**config.mk**
```make
export PLATFORM = sky130hd
export DESIGN_NAME = multicycle_ctrl
export DESIGN_NICKNAME = d
export VERILOG_FILES = /design/src/rtl/multicycle_ctrl.sv
export SDC_FILE = /design/constraint.sdc
export NUM_CORES = 1
export LEC_CHECK = 0
export CORE_UTILIZATION = 42
export DETAILED_ROUTE_END_ITERATION = 16
export MAX_ROUTING_LAYER = met4
export PLACE_DENSITY_LB_ADDON = 0.25
export SETUP_SLACK_MARGIN = 0.05
export SLEW_MARGIN = 15
export SYNTH_ARGS = -nofsm -noshare
export SYNTH_HDL_FRONTEND = slang
export SYNTH_SLANG_ARGS = --single-unit
```
**constraint.sdc**
```tcl
create_clock -name clk -period 2.7 [get_ports clk]
set_clock_uncertainty 0.15 [all_clocks]
set_input_delay 0.54 -clock clk [delete_from_list [all_inputs] [get_ports clk]]
set_output_delay 0.54 -clock clk [all_outputs]
set_load 0.05 [all_outputs]
```
**src/rtl/multicycle_ctrl.sv**
```systemverilog
// multicycle_ctrl: RV32I multicycle FSM controller (ports: clk, reset (async low), opcode/funct3/funct7b5, ALU flags in; write strobes, mux selects, imm_src, alu_ctrl, illegal, state out)
module multicycle_ctrl (
  input  logic       clk,
  input  logic       reset,
  input  logic [6:0] opcode,
  input  logic [2:0] funct3,
  input  logic       funct7b5,
  input  logic [3:0] flags,
  output logic       pc_write,
  output logic       ir_write,
  output logic       mem_write,
  output logic       reg_write,
  output logic       adr_src,
  output logic [1:0] alu_src_a,
  output logic [1:0] alu_src_b,
  output logic [1:0] result_src,
  output logic [2:0] imm_src,
  output logic [3:0] alu_ctrl,
  output logic       illegal,
  output logic [3:0] state
);
  typedef enum logic [3:0] {
    FETCH, DECODE, MEMADR, MEMREAD, MEMWB, MEMWRITE,
    EXECR, EXECI, ALUWB, BRANCH, JAL, LUI
  } state_t;
  localparam logic [6:0] OP_LOAD = 7'b0000011, OP_STORE = 7'b0100011, OP_R = 7'b0110011,
                         OP_I = 7'b0010011, OP_BR = 7'b1100011, OP_JAL = 7'b1101111,
                         OP_LUI = 7'b0110111;
  state_t state_q, state_d;
  logic pc_w, ir_w, mem_w, reg_w, ill, taken, zero, sign, carry, ovf;
  logic [3:0] alu_op;
  assign {zero, sign, carry, ovf} = flags;
  assign state = state_q;
  // SUB only for register ops; the shift-right arithmetic bit applies to both forms
  always_comb begin
    alu_op = 4'b0000;
    case (funct3)
      3'b000: alu_op = (state_q == EXECR && funct7b5) ? 4'b0001 : 4'b0000;
      3'b001: alu_op = 4'b1000;
      3'b010: alu_op = 4'b0101;
      3'b011: alu_op = 4'b1001;
      3'b100: alu_op = 4'b0100;
      3'b101: alu_op = funct7b5 ? 4'b0111 : 4'b0110;
      3'b110: alu_op = 4'b0011;
      default: alu_op = 4'b0010;
    endcase
  end
  always_comb begin
    taken = 1'b0;
    case (funct3)
      3'b000: taken = zero;
      3'b001: taken = !zero;
      3'b100: taken = sign ^ ovf;
      3'b101: taken = !(sign ^ ovf);
      3'b110: taken = carry;
      3'b111: taken = !carry;
      default: taken = 1'b0;
    endcase
  end
  always_comb begin
    state_d = FETCH;
    case (state_q)
      FETCH: state_d = DECODE;
      DECODE: case (opcode)
        OP_LOAD, OP_STORE: state_d = MEMADR;
        OP_R:   state_d = EXECR;
        OP_I:   state_d = EXECI;
        OP_BR:  state_d = BRANCH;
        OP_JAL: state_d = JAL;
        OP_LUI: state_d = LUI;
        default: state_d = FETCH;
      endcase
      MEMADR: state_d = (opcode == OP_LOAD) ? MEMREAD : MEMWRITE;
      MEMREAD: state_d = MEMWB;
      EXECR, EXECI, JAL, LUI: state_d = ALUWB;
      default: state_d = FETCH;
    endcase
  end
  always_comb begin
    pc_w = 1'b0;
    ir_w = 1'b0;
    mem_w = 1'b0;
    reg_w = 1'b0;
    ill = 1'b0;
    adr_src = 1'b0;
    alu_src_a = 2'b00;
    alu_src_b = 2'b00;
    result_src = 2'b00;
    imm_src = 3'b000;
    alu_ctrl = 4'b0000;
    case (state_q)
      FETCH: begin
        ir_w = 1'b1;
        pc_w = 1'b1;
        alu_src_b = 2'b10;
        result_src = 2'b10;
      end
      DECODE: begin
        alu_src_a = 2'b01;
        alu_src_b = 2'b01;
        imm_src = opcode == OP_STORE ? 3'b001 : opcode == OP_BR ? 3'b010 :
                  opcode == OP_JAL ? 3'b011 : opcode == OP_LUI ? 3'b100 : 3'b000;
        ill = !(opcode inside {OP_LOAD, OP_STORE, OP_R, OP_I, OP_BR, OP_JAL, OP_LUI});
      end
      MEMADR: begin
        alu_src_a = 2'b10;
        alu_src_b = 2'b01;
      end
      MEMREAD: adr_src = 1'b1;
      MEMWB: begin
        result_src = 2'b01;
        reg_w = 1'b1;
      end
      MEMWRITE: begin
        adr_src = 1'b1;
        mem_w = 1'b1;
      end
      EXECR: begin
        alu_src_a = 2'b10;
        alu_ctrl = alu_op;
      end
      EXECI: begin
        alu_src_a = 2'b10;
        alu_src_b = 2'b01;
        alu_ctrl = alu_op;
      end
      ALUWB: reg_w = 1'b1;
      BRANCH: begin
        alu_src_a = 2'b10;
        alu_ctrl = 4'b0001;
        pc_w = taken;
      end
      JAL: begin
        alu_src_a = 2'b01;
        alu_src_b = 2'b10;
        pc_w = 1'b1;
      end
      LUI: begin
        alu_src_a = 2'b11;
        alu_src_b = 2'b01;
        imm_src = 3'b100;
      end
      default: ;
    endcase
  end
  // strobes are masked by reset so nothing writes while reset is held, clock or not
  assign pc_write  = pc_w & reset;
  assign ir_write  = ir_w & reset;
  assign mem_write = mem_w & reset;
  assign reg_write = reg_w & reset;
  assign illegal   = ill & reset;
  always_ff @(posedge clk or negedge reset)
    if (!reset) state_q <= FETCH;
    else state_q <= state_d;
endmodule

```
==> results of run 1 <==
path summary, 6_finish.rpt:
check | startpoint | end | slack (ns) | depth (start not counted)
min in group clk | state[1] | state[1] | 0.62 | 3
min reg2reg | state[1] | state[1] | 0.62 | 3
min | reset | state[1] | 0.60 | 2
max in group asynchronous | reset | state[2] | 1.70 | 2
max | funct3[1] | pc_write | 0.07 | 7
max reg2reg | state[3] | state[3] | 0.88 | 4
metrics by stage:
| stage | cells | cell area, µm² | hold WS [ns] | utilization [%] |
|---|---|---|---|---|
| 6_report | 164 | 1466 | 0.5996 | 93.02 |
| 2_1_floorplan | 105 | 814.5 | 0.09441 | - |
| 3_5_place_dp | 161 | 1419 | 0.5911 | 90.00 |
| 4_1_cts | 164 | 1459 | 0.5701 | 92.54 |
| 5_1_grt | 164 | 1466 | 0.5997 | 93.02 |
| 3_3_place_gp | 161 | 1419 | 0.5420 | 90.00 |
what timing repair did:
item / CTS / global route
setup endpoints to repair: 2 / 2
gates resized for setup: 14 / 2
pin swaps: 4 / 0
cloned: 0 / 0
routing by layer:
metal | track usage (%) | vias up
met2 | 62.65 | 95
met5 | - | -
li1 | - | 471
met1 | 34.51 | 510
met4 | 17.58 | 0
met3 | 5.306 | 33
Yosys cell counts (3+ instances only):
| library cell | instances |
|---|---|
| clkbuf_1 | 5 |
| dfrtp_1 | 4 |
| nand2_1 | 8 |
| nor2_1 | 11 |
| nor2b_1 | 7 |
| and3_1 | 3 |
| a21oi_1 | 5 |
| nor3_1 | 5 |
| o21ai_0 | 3 |
| nand3_1 | 5 |
| nor3b_1 | 4 |
| xor2_1 | 3 |
| buf_2 | 5 |
power breakdown:
part	total (µW)	internal (µW)	switching [µW]
Combinational	763	325	438
Clock	76.2	49.8	26.3
Sequential	87.1	69.5	17.6
Total	927	444	482
area by class of cell:
class                           count  area share [%]
Inverter                            1          0.2560
Multi-Input combinational cell     88           45.73
Tap cell                           16           1.365
Timing Repair Buffer               52           44.28
Sequential cell                     4           6.826
Clock buffer                        3           1.536
cells by family (layout without fill, tap and decap cells):
logic type      after synthesis  in the layout  share of synthesized area (%)
mux                           2              2                          3.030
xor+xnor                      5              5                          5.893
flops                         4              4                          13.47
buf+inv                      13             56                          9.427
compound gates               24             24                          22.56
simple gates                 57             57                          45.62
layout by cell type, fill, tap and decap left out, types with 4 or more instances in the layout:
master            n
buf_12           17
nor2_1            9
nor2b_1           6
dlygate4sd2_1     7
nand2_1           8
dfrtp_1           4
buf_4            14
nand3_1           5
clkdlybuf4s50_1  12
a21oi_1           4
==> results by group, run 1 <==
Setup path
  • Critical Path Source Type: input pin
  • Data arrival, critical path: roughly 1.9 ns
  • Crit-path max cell delay: slightly above 0.3 ns
  • Critical path's slowest cell: a221oi_4
  • Worst-path cell chain: dlygate4sd2_1, buf_6, nand2b_1, nand3_1, mux2_4, a221oi_4, buf_12
  • WP buf/inv: 3
  • Top Family by Delay on Critical Path: buffers and inverters
  • Critical path endpoint category: output pin
  • Critical Path RT: about 2 ns
  • Crit path kind: input pin to output pin
  • CP Max Fanout: 7

Timing
  • # setup viols final: 0
  • Least-Margin Pin Slew: 0.5131 ns
  • Fin crit share: between 90% and 100%
  • Final Critical Period: around 2.6 ns
  • Max-slew violations: 0
  • RSZ-0062 raised after global routing: yes
  • Final worst setup slack: 0.07337 ns
  • Setup_tns: 0 ns
  • Max Fclk: 380.7 MHz
  • Final hold vios: 0
  • Worst slew margin: 65.69%

Power and ir drop
  • Maximum vdd drop: between 600 and 700 µV
  • Leak: around 0.00063 µW
  • Pwr Total: between 900 and 1000 µW
  • PD cells: ~630 mW/mm²

Worst hold path
  • Worst hold path class: input pin to asynchronous set/reset pin

Floorplan
  • Row cnt: 14
  • Die ar.: 0.001942 mm²
  • Initial Util: 47.14%
  • Die H: approximately 44 µm
  • Core Area: 0.001577 mm²
  • Die width: 44.07 µm
  • Io pins: 40

Routing
  • Wire length on met3: around 250 µm
  • Met2 wire length: roughly 1.7 mm
  • Residual DRC: 3
  • Metal-1 WL: between 1 and 1.5 mm
  • Wire per inst: 20.13 µm
  • Detail Route Antenna Nets: 0
  • Top layer reached by signal wires: met4
  • Iter 0 DRT Violations: 60
  • DR vias/cell: 6.762
  • Drt total wl: 3.301 mm
  • Drt pass-1 iters: 10
  • Via count: 1,109

Global routing
  • Global-route wire length before repair: 4.754 mm
  • Vias in the first global route: around 1,100
  • Pin count of the biggest net entering global routing: 17
  • Initial antenna violation count: 0
  • GRT overflow: 0
  • Global Route Usage Sum: between 30% and 40%

Clock network
  • # clock sinks: 4
  • CTS buffer count: 3
  • H-tree levels: 1
  • CTS tree: done
  • CTS root buf: clkbuf_4
  • Hold Buf Count CTS: 0
  • CTS clk-pin slew, worst paths: 0.04 ns
  • Clk buf depth: 2
  • Worst skew pair latency: about 0.24 ns
  • Setup Buffers After CTS: 0

Cells and area
  • FF+latch area: approximately 100 µm²
  • Share of cells above drive strength 1: about 39%
  • Number of fill cells: between 50 and 60
  • # nets final: around 170
  • Ant. Diodes: 0
  • Area taken by multi-input logic gates: between 600 and 700 µm²
  • Max FFs per register: 4
  • Layout area overhead: 97.31%

Logic synthesis
  • Yosys top cell area share: ~13%
  • Top FF cell, synth: dfrtp_1
  • Synth warn: 0
  • Largest cells by area after synthesis: dfrtp_1 (13%), nor2b_1 (5.9%), nor2_1 (5.6%)
  • Synth Net Count: 122
  • Yosys reg bits: 4
  • Post-Synthesis Cells: approximately 110
  • Register area share after synthesis: a little over an eighth
  • Post-synth EDFFs: 0
  • Mapped cell area: between 700 and 800 µm²
  • Avg Inst Size Synth: ~7.1 µm²
  • Synth cell types: 40
  • Ys async rst share: 100.0%
  • Yosys top cell by area: dfrtp_1

Placement
  • Port buffer count: 39
  • Gp weighted congestion: just over 0.8
  • Final HPWL DP: a little over 2 mm
  • Post-Place Setup Slack: -0.1371 ns

Outcome
  • Outcome: finished with violations
  • Violated checks: DRC

Job
  • Max cap viols: 0
(Power assumes the default switching activity.)
==> run 2: changes to the inputs <==
--- a/config.mk
+++ b/config.mk
@@ -5,7 +5,8 @@
 export SDC_FILE = /design/constraint.sdc
 export NUM_CORES = 1
 export LEC_CHECK = 0
-export CORE_UTILIZATION = 42
+export ABC_CLOCK_PERIOD_IN_PS = 2700
+export CORE_UTILIZATION = 25
 export DETAILED_ROUTE_END_ITERATION = 16
 export MAX_ROUTING_LAYER = met4
 export PLACE_DENSITY_LB_ADDON = 0.25
==> run 2 against run 1 <==
Against the previous run: the run now ends clean; wire length down 30%; via count down 16%; critical path depth down 2; first-iteration DRC count down 72%; sequential cell count unchanged; sequential share of layout area down 0.081 points; clock-buffer cell count unchanged; global-route usage down 19 points; total power down 2.7%; clock power down 2.8%; largest power group unchanged.
==> results by group, run 2 (synthesized netlist as in run 1, its figures left out) <==
Floorplan
  • Io pins: 40
  • Row cnt: 19
  • Die ar.: approximately 0.0032 mm²
  • Die width: 56.53 µm
  • Core Area: between 0.002 and 0.003 mm²
  • Initial Util: between 20% and 30%
  • Die H: ~57 µm

Cells and area
  • Number of fill cells: approximately 260
  • Fin util: between 50% and 60%
  • Ant. Diodes: 0
  • Commonest non-fill, non-tap cell in the layout: buf_12
  • Share of cells above drive strength 1: around two fifths
  • Finished layout cell area: approximately 0.0015 mm²
  • Commonest non-fill, non-tap cells in the layout: buf_12 (18), buf_4 (15), clkdlybuf4s50_1 (10)
  • Layout area overhead: 99.66%
  • Post-route insts no fill: around 180
  • # nets final: between 150 and 200
  • Max FFs per register: 4

Setup path
  • Crit-path max cell delay: 0.65 ns
  • Crit. path cell count: 5
  • CP Max Fanout: 8
  • Critical path's slowest cell: clkdlybuf4s50_1
  • Critical path endpoint category: output pin
  • Crit path kind: input pin to output pin
  • Critical Path RT: ~2.0 ns
  • Data arrival, critical path: 1.90 ns
  • R2R cell count: 4
  • Critical Path Source Type: input pin
  • WP buf/inv: 2
  • Worst-path cell chain: clkdlybuf4s50_1, nor3b_1, and4_1, a31o_2, buf_12
  • Top Family by Delay on Critical Path: buffers and inverters

Timing
  • Final hold vios: 0
  • Final worst setup slack: about 0.11 ns
  • WHS: about 0.42 ns
  • Final Critical Period: ~2.6 ns
  • # setup viols final: 0
  • RSZ-0062 raised after global routing: yes
  • Fin crit share: 96.10%
  • Worst slew margin: approximately two thirds
  • Max-slew violations: 0
  • Max Fclk: 385.4 MHz
  • Least-Margin Pin Slew: between 0.4 and 0.5 ns

Power and ir drop
  • Cell Int Power: 451.1 µW
  • Leak: about 0.00064 µW
  • Switching Fraction: 49.96%
  • Gate power share: slightly above 80%
  • Clk pwr share: 8.2%
  • Switch Pwr: 450.4 µW
  • PD cells: between 600 and 700 mW/mm²
  • Register share of total power: under 10%
  • Maximum vdd drop: ~480 µV

Clock network
  • H-tree levels: 1
  • CTS clk-pin slew, worst paths: ~0.040 ns
  • Worst skew pair latency: between 0.2 and 0.25 ns
  • CTS buffer count: 3
  • Clk buf depth: 2
  • CTS tree: done
  • Setup Buffers After CTS: 0
  • CTS root buf: clkbuf_4
  • # clock sinks: 4
  • Hold Buf Count CTS: 0

Global routing
  • Pin count of the biggest net entering global routing: 16
  • GRT overflow: 0
  • Initial antenna violation count: 0
  • Global Route Usage Sum: around 15%
  • Vias in the first global route: approximately 860
  • Global-route wire length before repair: approximately 3.8 mm

Placement
  • DP Cell Count: 175
  • Port buffer count: 39
  • Placed Area: 0.001440 mm²
  • Gp weighted congestion: roughly 0.85
  • Final HPWL DP: 1.831 mm
  • Post-Place Setup Slack: -0.1209 ns

Routing
  • Wire per inst: ~13 µm
  • Iter 0 DRT Violations: 17
  • Drt total wl: 2.295 mm
  • Via count: approximately 930
  • DR vias/cell: ~5.2
  • Residual DRC: 0
  • Drt pass-1 iters: 4
  • Detail Route Antenna Nets: 0

Worst hold path
  • Worst hold path class: input pin to asynchronous set/reset pin

Outcome
  • Outcome: complete, no violations

Job
  • Max cap viols: 0
## run 2: timing repair
item | CTS | global route
resized for setup | 12 | 2
cloned | 0 | 0
pin swaps | 4 | 2
setup endpoints to repair | 2 | 2
## run 2: area by class of cell
type,count,area [µm²],share of cell area [%]
multi-input cells,88,671.9,45.28
repair buffers,51,646.9,43.59
flip-flops and latches,4,100.1,6.745
well taps,31,38.79,2.614
clock buffers,3,22.52,1.518
inverters,1,3.754,0.2530
## run 2: routing by layer
layer,up-vias,routed length [µm],global-route usage (%)
met2,35,1223,28.07
li1,473,-,-
met1,419,934,16.62
met4,0,19,5.226
met5,-,0,-
met3,2,118,1.382
## run 2: metrics by stage
stage | setup TNS [ns] | total power (µW)
floorplan | -0.2140 | 532.4
global placement | -0.04941 | 825.0
detailed placement | -0.1268 | 830.4
CTS | 0 | 909.5
global route | 0 | 948.4
finish | 0 | 901.4
## run 2: power groups by stage
stage	sequential [µW]	clock (µW)	combinational, µW
final	84.1	74.1	743
after global routing	86.8	77.0	785
after CTS	85.1	76.2	748
after detailed placement	86.0	0	744
after global placement	85.5	0	739
after floorplan	108	0	425
## run 2: final timing paths
check                                from          to  slack [ns]
min in group clk                 state[0]    state[1]        0.49
worst min register to register   state[0]    state[1]        0.49
worst max register to register   state[2]    state[3]        0.96
worst max-delay path            opcode[3]  imm_src[2]        0.11
worst min-delay path                reset    state[1]        0.42
max in group asynchronous           reset    state[3]        1.72
==> run 3: changes to the inputs <==
==> constraint.sdc (replaced) <==
create_clock -name clk -period 2.7 [get_ports clk]
set_clock_uncertainty 0.15 [all_clocks]
set_input_delay 0.81 -clock clk [delete_from_list [all_inputs] [get_ports clk]]
set_output_delay 0.81 -clock clk [all_outputs]
set_load 0.05 [all_outputs]
==> run 3 against run 2 <==
Against the previous run: the run now ends with setup timing left; critical path depth increased by 1; register-to-register slack got worse by 0.18 ns; critical path type unchanged; non-clock buffer count increased by 15; highest routed layer unchanged; via count increased by 8.3%; global-route usage increased by 2.6 points.
==> results by group, run 3 (synthesized netlist as in run 1, its figures left out) <==
Outcome
  • Outcome: finished with violations
  • Violated checks: setup timing

Routing
  • Residual DRC: 0
  • Drt total wl: 2.736 mm
  • Wire per inst: 14.18 µm
  • DR vias/cell: roughly 5.2
  • Detail Route Antenna Nets: 0
  • Via count: slightly above 1,000
  • Iter 0 DRT Violations: 18
  • Drt pass-1 iters: 4

Setup path
  • Worst-path cell chain: buf_6, xor2_1, nor2_1, mux2_4, a221oi_4, buf_12
  • Critical Path Source Type: input pin
  • Crit path kind: input pin to output pin
  • Data arrival, critical path: 1.99 ns
  • Top Family by Delay on Critical Path: multiplexers
  • WP buf/inv: 2
  • Critical path's slowest cell: mux2_4
  • CP Max Fanout: 1
  • Critical path endpoint category: output pin
  • Critical Path RT: 1.74 ns
  • Crit-path max cell delay: around 0.33 ns

Global routing
  • Vias in the first global route: about 1,000
  • Global-route wire length before repair: around 4.5 mm
  • Initial antenna violation count: 0
  • Global Route Usage Sum: around 18%
  • GRT overflow: 0
  • Pin count of the biggest net entering global routing: 15

Cells and area
  • Number of fill cells: about 240
  • Commonest non-fill, non-tap cells in the layout: buf_4 (25), buf_12 (18), buf_6 (9), buf_2 (9), nor2_1 (8)
  • Fin util: 63.34%
  • Share of cells above drive strength 1: between 60% and 70%
  • Commonest non-fill, non-tap cell in the layout: buf_4
  • # nets final: 181
  • Max FFs per register: 4
  • Layout area overhead: 137.0%
  • Ant. Diodes: 0
  • Area taken by multi-input logic gates: around 840 µm²
  • FF+latch area: ~110 µm²

Clock network
  • H-tree levels: 1
  • CTS tree: done
  • # clock sinks: 4
  • Hold Buf Count CTS: 0
  • Worst skew pair latency: 0.23 ns
  • CTS root buf: clkbuf_4
  • Clk buf depth: 2
  • CTS buffer count: 3
  • CTS clk-pin slew, worst paths: roughly 0.040 ns

Timing
  • Max Fclk: between 300 and 400 MHz
  • Least-Margin Pin Slew: roughly 0.43 ns
  • Fin crit share: 109.4%
  • Worst slew margin: between 70 and 80%
  • Final hold vios: 0
  • RSZ-0062 raised after global routing: yes
  • Final worst setup slack: -0.2549 ns
  • # setup viols final: 2
  • Final Critical Period: 2.955 ns
  • Max-slew violations: 0

Floorplan
  • Die H: 56.53 µm
  • Initial Util: about a quarter
  • Core Area: between 0.002 and 0.003 mm²
  • Io pins: 40
  • Die ar.: between 0.003 and 0.004 mm²
  • Die width: 56.53 µm
  • Row cnt: 19

Power and ir drop
  • Leak: 0.0007624 µW
  • Maximum vdd drop: between 600 and 700 µV
  • PD cells: ~580 mW/mm²
  • Pwr Total: between 1000 and 1500 µW

Placement
  • Final HPWL DP: roughly 2.1 mm
  • Gp weighted congestion: 0.8550
  • Port buffer count: 39

Worst hold path
  • Worst hold path class: input pin to asynchronous set/reset pin

Job
  • Max cap viols: 0
==> run 3: changes by cell type in the layout (fill, tap and decap cells not counted), moves of 4 or more <==
| cell | previous run | this run |
|---|---|---|
| dlygate4sd2_1 | 7 | 1 |
| dfrtp_1 | 4 | 0 |
| buf_6 | 0 | 9 |
| dfrtp_2 | 0 | 4 |
| clkdlybuf4s50_1 | 10 | 0 |
| buf_2 | 0 | 9 |
| nor2b_1 | 7 | 3 |
| buf_4 | 15 | 25 |
==> run 3: report_power, final <==
group | internal, µW | switching [µW]
registers | 71.5 | 25.4
clock network | 49.6 | 22.2
logic | 394 | 460
total | 515 | 507
==> run 3: final cells by class <==
| type | count | share of cell area [%] |
|---|---|---|
| Inverter | 1 | 0.2131 |
| Clock buffer | 3 | 1.278 |
| Tap cell | 31 | 2.202 |
| Multi-Input combinational cell | 88 | 47.87 |
| Timing Repair Buffer | 66 | 42.47 |
| Sequential cell | 4 | 5.966 |
==> run 3: final timing paths <==
path | slack, ns | cells past startpoint | from | endpoint
max | -0.25 | 6 | flags[0] | pc_write
min | 0.44 | 2 | reset | state[2]
max reg2reg | 0.78 | 4 | state[3] | state[0]
min reg2reg | 0.68 | 2 | state[2] | state[2]
max in group asynchronous | 1.84 | 2 | reset | state[0]
min in group clk | 0.68 | 2 | state[2] | state[2]
==> run 3: per-layer routing <==
layer / global-route usage [%] / part of all wire, % / vias to the layer above
li1: - / - / 497
met1: 18.26 / 38 / 479
met2: 33.78 / 57 / 28
met3: 2.535 / 4.7 / 2
met4: 6.272 / 0.91 / 0
met5: - / 0 / -
==> run 3: worst register-to-register path, stage by stage, from the launching register on <==
cell     delay (ns)
dfrtp_2        0.46
nor4b_4        0.38
buf_4          0.21
nand3_1        0.11
o41ai_1        0.45
==> run 3: what timing repair did <==
| item | 4_1_cts | 5_1_grt |
|---|---|---|
| setup endpoints to repair | 12 | 11 |
| gates resized for setup | 79 | 16 |
| pin swaps | 18 | 9 |
| setup buffers | 2 | 3 |
==> run 3: stage by stage <==
stage / setup WS, ns / area (µm²) / TNS, ns / cells / hold slack, ns
2_1_floorplan: -0.3371 / 904.6 / -1.034 / 105 / 0.3644
3_3_place_gp: -0.6222 / 1598 / -3.669 / 186 / 0.6690
3_5_place_dp: -0.6894 / 1598 / -3.856 / 186 / 0.6667
4_1_cts: -0.2704 / 1685 / -0.2786 / 190 / 0.6466
5_1_grt: -0.3020 / 1762 / -0.3952 / 193 / 0.4526
6_report: -0.2549 / 1762 / -0.2584 / 193 / 0.4442
